$ cat src/rtl/avg_vector_sequencer.sv
// AVG vector output latch sequencer: strobe / scale-load / beam-on / centering wait.
// Optional build macro AVG_SEQ_STATS_EN adds the vec_cnt completed-DRAW counter.
module avg_vector_sequencer #(
    parameter int STROBE_W = 2,
    parameter int SETTLE   = 4,
    parameter int LEN_W    = 12,
    parameter int CTR_TMO  = 255
) (
    input  logic             clk,
    input  logic             reset_n,
    input  logic             cmd_valid,
    output logic             cmd_ready,
    input  logic [1:0]       cmd_op,
    input  logic [LEN_W-1:0] cmd_len,
    input  logic             x0_i,
    input  logic             y0_i,
    output logic             strobe_o,
    output logic             scaleld_n,
    output logic             go,
    output logic             busy,
    output logic             done,
    output logic             ctr_tmo
`ifdef AVG_SEQ_STATS_EN
    ,
    output logic [15:0]      vec_cnt
`endif
);

    localparam int TMO_W = $clog2(CTR_TMO + 1);
    localparam int CNT_W = (LEN_W > TMO_W) ? LEN_W : TMO_W;

    typedef enum logic [1:0] {
        OP_LDPOS   = 2'b00,
        OP_LDSCALE = 2'b01,
        OP_DRAW    = 2'b10,
        OP_CENTER  = 2'b11
    } op_e;

    typedef enum logic [2:0] {
        S_IDLE,
        S_STB,
        S_SCL,
        S_SETTLE,
        S_DRAW,
        S_CTR,
        S_DONE
    } state_e;

    state_e           r_state;
    logic [1:0]       r_op;
    logic [LEN_W-1:0] r_len;
    logic [CNT_W-1:0] r_cnt;
    logic             w_zero_ok;

    assign w_zero_ok = x0_i & y0_i;

    // Outputs are set on the edge that enters each state, so every output is a flop.
    always_ff @(posedge clk or negedge reset_n) begin
        if (!reset_n) begin
            r_state   <= S_IDLE;
            r_op      <= 2'b00;
            r_len     <= '0;
            r_cnt     <= '0;
            cmd_ready <= 1'b1;
            strobe_o  <= 1'b0;
            scaleld_n <= 1'b1;
            go        <= 1'b0;
            busy      <= 1'b0;
            done      <= 1'b0;
            ctr_tmo   <= 1'b0;
        end else begin
            case (r_state)
                S_IDLE: begin
                    if (cmd_valid) begin
                        r_op      <= cmd_op;
                        r_len     <= cmd_len;
                        cmd_ready <= 1'b0;
                        busy      <= 1'b1;
                        if (cmd_op == OP_LDSCALE) begin
                            scaleld_n <= 1'b0;
                            r_state   <= S_SCL;
                        end else begin
                            strobe_o <= 1'b1;
                            r_cnt    <= CNT_W'(STROBE_W - 1);
                            r_state  <= S_STB;
                            if (cmd_op == OP_CENTER)
                                ctr_tmo <= 1'b0;
                        end
                    end
                end
                S_STB: begin
                    if (r_cnt == '0) begin
                        strobe_o <= 1'b0;
                        case (r_op)
                            OP_DRAW: begin
                                r_cnt   <= CNT_W'(SETTLE - 1);
                                r_state <= S_SETTLE;
                            end
                            OP_CENTER: begin
                                r_cnt   <= '0;
                                r_state <= S_CTR;
                            end
                            default: begin
                                done    <= 1'b1;
                                r_state <= S_DONE;
                            end
                        endcase
                    end else begin
                        r_cnt <= r_cnt - 1'b1;
                    end
                end
                S_SCL: begin
                    scaleld_n <= 1'b1;
                    done      <= 1'b1;
                    r_state   <= S_DONE;
                end
                S_SETTLE: begin
                    if (r_cnt == '0) begin
                        if (r_len == '0) begin
                            done    <= 1'b1;
                            r_state <= S_DONE;
                        end else begin
                            go      <= 1'b1;
                            r_cnt   <= CNT_W'(r_len - 1'b1);
                            r_state <= S_DRAW;
                        end
                    end else begin
                        r_cnt <= r_cnt - 1'b1;
                    end
                end
                S_DRAW: begin
                    if (r_cnt == '0) begin
                        go      <= 1'b0;
                        done    <= 1'b1;
                        r_state <= S_DONE;
                    end else begin
                        r_cnt <= r_cnt - 1'b1;
                    end
                end
                S_CTR: begin
                    // r_cnt counts sampled cycles; the CTR_TMO-th miss times out
                    if (w_zero_ok) begin
                        done    <= 1'b1;
                        r_state <= S_DONE;
                    end else if (r_cnt == CNT_W'(CTR_TMO - 1)) begin
                        ctr_tmo <= 1'b1;
                        done    <= 1'b1;
                        r_state <= S_DONE;
                    end else begin
                        r_cnt <= r_cnt + 1'b1;
                    end
                end
                S_DONE: begin
                    done      <= 1'b0;
                    busy      <= 1'b0;
                    cmd_ready <= 1'b1;
                    r_state   <= S_IDLE;
                end
                default: begin
                    r_state   <= S_IDLE;
                    cmd_ready <= 1'b1;
                    strobe_o  <= 1'b0;
                    scaleld_n <= 1'b1;
                    go        <= 1'b0;
                    busy      <= 1'b0;
                    done      <= 1'b0;
                end
            endcase
        end
    end

`ifdef AVG_SEQ_STATS_EN
    // Only DRAWs with a nonzero length ever reach the last DRAW cycle.
    always_ff @(posedge clk or negedge reset_n) begin
        if (!reset_n)
            vec_cnt <= '0;
        else if (r_state == S_DRAW && r_cnt == '0 && vec_cnt != 16'hFFFF)
            vec_cnt <= vec_cnt + 16'd1;
    end
`endif

endmodule

$ cat config.mk
export PLATFORM = sky130hd
export DESIGN_NAME = avg_vector_sequencer
export DESIGN_NICKNAME = d
export VERILOG_FILES = /design/src/rtl/avg_vector_sequencer.sv
export SDC_FILE = /design/constraint.sdc
export NUM_CORES = 1
export LEC_CHECK = 0
export CELL_PAD_IN_SITES_DETAIL_PLACEMENT = 1
export CELL_PAD_IN_SITES_GLOBAL_PLACEMENT = 1
export CORE_MARGIN = 2
export CORE_UTILIZATION = 39
export DETAILED_ROUTE_END_ITERATION = 7
export PLACE_DENSITY = 0.87
export SYNTH_ARGS = -nofsm -noshare
export SYNTH_HDL_FRONTEND = slang
export SYNTH_SLANG_ARGS = --single-unit
$ cat constraint.sdc
create_clock -name clk -period 2.15 [get_ports clk]
set_input_delay 0.215 -clock clk [delete_from_list [all_inputs] [get_ports clk]]
set_output_delay 0.215 -clock clk [all_outputs]
set_load 0.02 [all_outputs]
After elaboration in Yosys (flattened, before gate mapping)

Cells that the tools add are included.

Add/sub/neg operators: 3
Equality and inequality tests: 28
Multiplexer cells: 47
Bitwise operators: 6
Reductions and logical operators: 19

Operators with widths:

| kind                    | count |
|---|---|
| $mux W12                | 8 |
| $pmux W12 S5            | 1 |
| $ne A2 B2 Y1 const B    | 14 |
| $logic_not A12 Y1       | 2 |
| $pmux W12 S2            | 1 |
| $sub A12 B1 Y12 const B | 2 |
| $mux W1                 | 20 |
| $reduce_or A5 Y1        | 4 |
| $mux W3                 | 6 |
| $pmux W3 S6             | 1 |
| $add A12 B1 Y12 const B | 1 |
| $eq A12 B8 Y1 const B   | 1 |
| $eq A3 B3 Y1 const B    | 3 |
| $pmux W1 S2             | 4 |
| $reduce_and A4 Y1       | 2 |
| $reduce_and A8 Y1       | 1 |
| $reduce_and A7 Y1       | 1 |
| $eq A2 B2 Y1 const B    | 3 |
| $eq A3 B2 Y1 const B    | 2 |
| $ne A3 B3 Y1 const B    | 2 |
| $pmux W1 S3             | 2 |
| $pmux W1 S6             | 1 |
| $pmux W3 S2             | 1 |
| $reduce_and A6 Y1       | 1 |
| other kinds (13)        | 19 |

Register bits: 36
Input port bits: 19
Output and inout port bits: 7
Word-level logic and storage cells: 114

Longest topological paths before layout

Depth in word-level cells: 5
Depth in mapped cells: 10

Worst setup path before layout

Ideal clock, no wire load.

Kind: register to register
Start point: reg r_cnt[0]
End point: reg r_cnt[7]
Library setup time: 0.125 ns
Arrival time: 2.116 ns
Data required time: 2.025 ns
Path slack: -0.091 ns
Cell stages (with the launch flop): 11
Buffers on the path: 2
Clock period less this slack: 2.241 ns
Cell sequence: dfrtp_1 clkbuf_1 inv_1 ha_1 nor4b_1 and3_1 buf_2 o22ai_1 o311ai_0 o221ai_1 mux2_4

Longest elaborated chain between the ends: 4
Elaborated cells between the ends (all ways): 15
Those cells by class: add/sub (2); eq/ne (5); mux (6); reduce/logical (2)

RTL lines:

| item                   | RTL line | source |
|---|---|---|
| start, declared        | 52       | `logic [CNT_W-1:0] r_cnt;` |
| start signal, assigned | 84       | `r_cnt <= CNT_W'(STROBE_W - 1);` |
| start signal, assigned | 96       | `r_cnt <= CNT_W'(SETTLE - 1);` |
| start signal, assigned | 109      | `r_cnt <= r_cnt - 1'b1;` |
| $add A12 B1 Y12        | 150      | `r_cnt <= r_cnt + 1'b1;` |
| $mux W12               | 145      | `end else if (r_cnt == CNT_W'(CTR_TMO - 1)) begin` |
| $mux W12               | 142      | `if (w_zero_ok) begin` |
| $pmux W12 S5           | 72       | `case (r_state)` |

Several ways; a longest one is shown, not always the timed one. The select of a mux whose other input is x is not followed.
A chain may end at the register's enable or synchronous reset.

Final worst setup path

Start point: reg r_len[1]
End point: reg r_cnt[11]

Longest elaborated chain between the ends: 4
Elaborated cells between the ends (all ways): 7
Those cells by class: add/sub (1); eq/ne (1); mux (3); reduce/logical (2)

RTL lines:

| item                   | RTL line | source |
|---|---|---|
| start, declared        | 51       | `logic [LEN_W-1:0] r_len;` |
| start signal, assigned | 76       | `r_len <= cmd_len;` |
| $sub A12 B1 Y12        | 124      | `r_cnt <= CNT_W'(r_len - 1'b1);` |
| $mux W12               | 119      | `if (r_len == '0) begin` |
| $mux W12               | 118      | `if (r_cnt == '0) begin` |
| $pmux W12 S5           | 72       |  |
| end signal, assigned   | 84       |  |
| end signal, assigned   | 124      |  |
| end signal, assigned   | 128      | `r_cnt <= r_cnt - 1'b1;` |

Several ways; a longest one is shown, not always the timed one. The select of a mux whose other input is x is not followed.

==> flow_metrics.py <==
metrics = {
    "layout": {
        "utilization_pct": 54.7,
        "regArea_um2": 905,
        "nFillCells": 723,
        "syn_to_final_growth_pct": 35.1,
        "final_nets": 383,
        "drive_above_1_share_pct": 30.8,
        "diodes": 0,
        "multi_input_area_um2": 1750,
        "postLayoutCellArea_um2": 3490,
        "instances_no_fill": 437,
    },
    "routing": {
        "antenna_left": 0,
        "drtIter0Drc": 285,
        "drc_errors": 0,
        "first_pass_iters": 5,
        "drt-met1-wl_mm": 4.21,
        "via_count": 2753,
        "drt-vias-per-instance": 6.30,
        "wl_met2_mm": 4.99,
        "avgRoutedWirePerCell_um": 22.8,
        "met3WireLength_um": 497,
        "routed.top_layer": "met4",
        "finalWirelength_mm": 9.97,
    },
    "die": {
        "die_x_um": 85.4,
        "initial_core_util_pct": 40.5,
        "fp.dieArea_um2": 7300,
        "fp.coreArea_um2": 6390,
        "die_height_um": 85.4,
        "io_pins": 26,
        "num_rows": 29,
    },
    "sta": {
        "worst_slew_pin_slew_ps": 908,
        "skew_ps": 9.78,
        "slew_headroom_pct": 39.5,
        "setup_slack_ps": -64.6,
        "max_freq_mhz": 452,
        "rsz0062_at_grt": "true",
        "hold_violations": 0,
        "final-setup-viol-count": 6,
        "period_minus_slack_ps": 2210,
        "maxSlewViolCount": 0,
        "min_period_over_period_pct": 103,
    },
    "placed_design": {
        "port_buffers": 25,
        "finalWeightedCongestion": 0.949,
        "dpl_cell_area_um2": 3150,
        "place_ws_ps": -177,
        "dpl.cell_count": 419,
        "hpwl_mm": 6.73,
    },
    "clock_network": {
        "cts_sinks": 36,
        "ctsLongestPathBuffers": 2,
        "cts_tree": "yes",
        "hold_buffers": 0,
        "cts.clk_slew.worst_paths_ps": 80,
        "clock_latency_ps": 300,
        "cts_buffers": 5,
        "clockRootBuffer": "clkbuf_8",
        "htreeDepth": 2,
    },
    "setup_path": {
        "crit_path_max_incr_delay_ps": 480,
        "critPathRequiredTime_ps": 2390,
        "crit_arrival_ps": 2460,
        "slowest_stage": "or4b_4",
        "setup.worst_path.start_class": "register",
        "cpLargestDelayFamily": "simple AND/OR/NAND/NOR gates",
        "reg2reg_from": "r_len[1]",
        "crit_path_end_kind": "register",
        "path_class": "reg2reg",
        "worstPathMaxFanout": 8,
        "crit_path_start": "r_len[1]",
        "cp_cell_sequence": "inv_2, ha_4, or4b_4, nor4_4, a31oi_4, o21ai_4, buf_6, a21o_1, a22o_1",
        "path_buf_inv": 2,
    },
    "power_and_ir_drop": {
        "vdd_drop_max_mv": 0.730,
        "p_leak_uw": 0.00136,
        "power.density_nw_per_um2": 1680,
    },
    "grt": {
        "track_usage_pct": 27.8,
        "grt_pass1_vias": 2881,
        "grt_overflow": 0,
        "grt_max_degree": 37,
        "grt_pass1_wl_mm": 15.6,
        "antenna_found_initial": 0,
    },
    "synth": {
        "synthFlopType": "dfrtp_1",
        "syn_inst": 297,
        "synth_area_per_cell_um2": 8.70,
        "synth_seq_cells": 36,
        "syn-num-nets": 321,
        "synth-edff-count": 0,
        "synth_warnings": 0,
        "synth.distinct_cells": 58,
        "yosysSeqAreaShare_pct": 34.9,
        "synthesis.area_um2": 2580,
        "synthArstFlopShare_pct": 100,
    },
    "flow_run": {
        "maxCapViolCount": 0,
    },
    "run_status": {
        "status": "complete, but fails checks",
        "violations": "setup timing",
    },
    "min_path": {
        "hp-class": "in2async",
    },
}
[worst paths after layout]
check                            end  slack [ps]  cells past startpoint
setup / recovery           r_cnt[11]         -60                      9
min in group clk            r_len[2]         520                      2
hold / removal              r_cnt[0]          40                      1
setup reg to reg           r_cnt[11]         -60                      9
hold reg to reg                 done         530                      1
max in group asynchronous   r_cnt[2]        1490                      1
[metal layers]
| layer | up-vias | GRT usage (%) |
|---|---|---|
| li1 | 1219 | - |
| met1 | 1371 | 36.4 |
| met2 | 132 | 46.7 |
| met3 | 31 | 4.28 |
| met4 | 0 | 9.38 |
| met5 | - | 0 |
[registers in the layout (all words and copies together) (netlist names)]
name / flops
busy: 1
r_state: 3
cmd_ready: 1
strobe_o: 1
r_cnt: 12
r_op: 2
ctr_tmo: 1
scaleld_n: 1
r_len: 12
done: 1
go: 1
[kinds of logic after synthesis]
family	count (synthesis)	synth area share (%)
muxes	13	5.81
DFF	36	34.9
buffers and inverters	30	4.60
and+or+nand+nor	107	22.5
AOI/OAI and AO/OA	86	23.0
adders and majority gates	5	2.42
xor gates and xnor gates	20	6.78
[area by class of cell]
cell class | instances | area share, %
Inverter | 11 | 1.18
Tap cell | 77 | 2.76
Multi-Input combinational cell | 231 | 50.1
Clock buffer | 6 | 2.08
Sequential cell | 36 | 25.9
Clock inverter | 2 | 0.358
Timing Repair Buffer | 74 | 17.7
[stage by stage]
stage / power [uW] / setup TNS (ps) / hold WS, ps
finish: 5870 / -247 / 37.2
global route: 6180 / -893 / 98.5
CTS: 5520 / -586 / 76.1
detailed placement: 4670 / -1420 / 387
global placement: 4500 / -387 / 376
floorplan: 3370 / -25.7 / -80.6
[cells in the final DEF (no fill, tap or decap), types with 3 or more instances in the layout]
master,count
nand2_1,17
a22o_1,3
o211ai_1,4
nor4_4,3
o21ai_1,7
ha_1,4
or3_1,5
a21o_1,3
nand3_1,5
nor3_2,6
nor2_1,26
nand2b_1,5
inv_1,9
o22ai_1,6
o21ai_0,10
clkdlybuf4s50_1,24
nor3_1,9
a31oi_1,7
buf_4,48
xnor2_1,14
clkbuf_8,5
o221ai_1,3
a21oi_1,17
xor2_1,6
nand4_1,4
dfrtp_1,33
mux2_2,12
nor2b_1,4
[Yosys cell counts, drive strengths merged, types with 5 or more instances]
cell type / count / area share [%]
dfrtp: 34 / 33
xor2: 6 / 2.0
a21oi: 18 / 3.5
or3: 5 / 1.2
xnor2: 14 / 4.7
nand2b: 5 / 1.2
o21ai: 19 / 4.3
o22ai: 8 / 1.9
a31oi: 9 / 2.8
inv: 11 / 1.6
ha: 5 / 2.4
nand3: 7 / 1.4
nand2: 18 / 2.6
nor3: 15 / 3.1
mux2: 13 / 5.8
nor4: 6 / 2.0
buf: 7 / 1.3
nor2: 27 / 4.0
clkbuf: 12 / 1.7
[what timing repair did]
action,4_1_cts,5_1_grt
gates resized for setup,24,19
buffers inserted,6,4
pin swaps,7,8
endpoints found under the setup margin,14,16
[power by group]
part | internal (uW) | switching (uW)
Clock | 227 | 277
Combinational | 1750 | 2230
Sequential | 1000 | 377
Total | 2980 | 2880
Power figures use the tool's default switching activity.
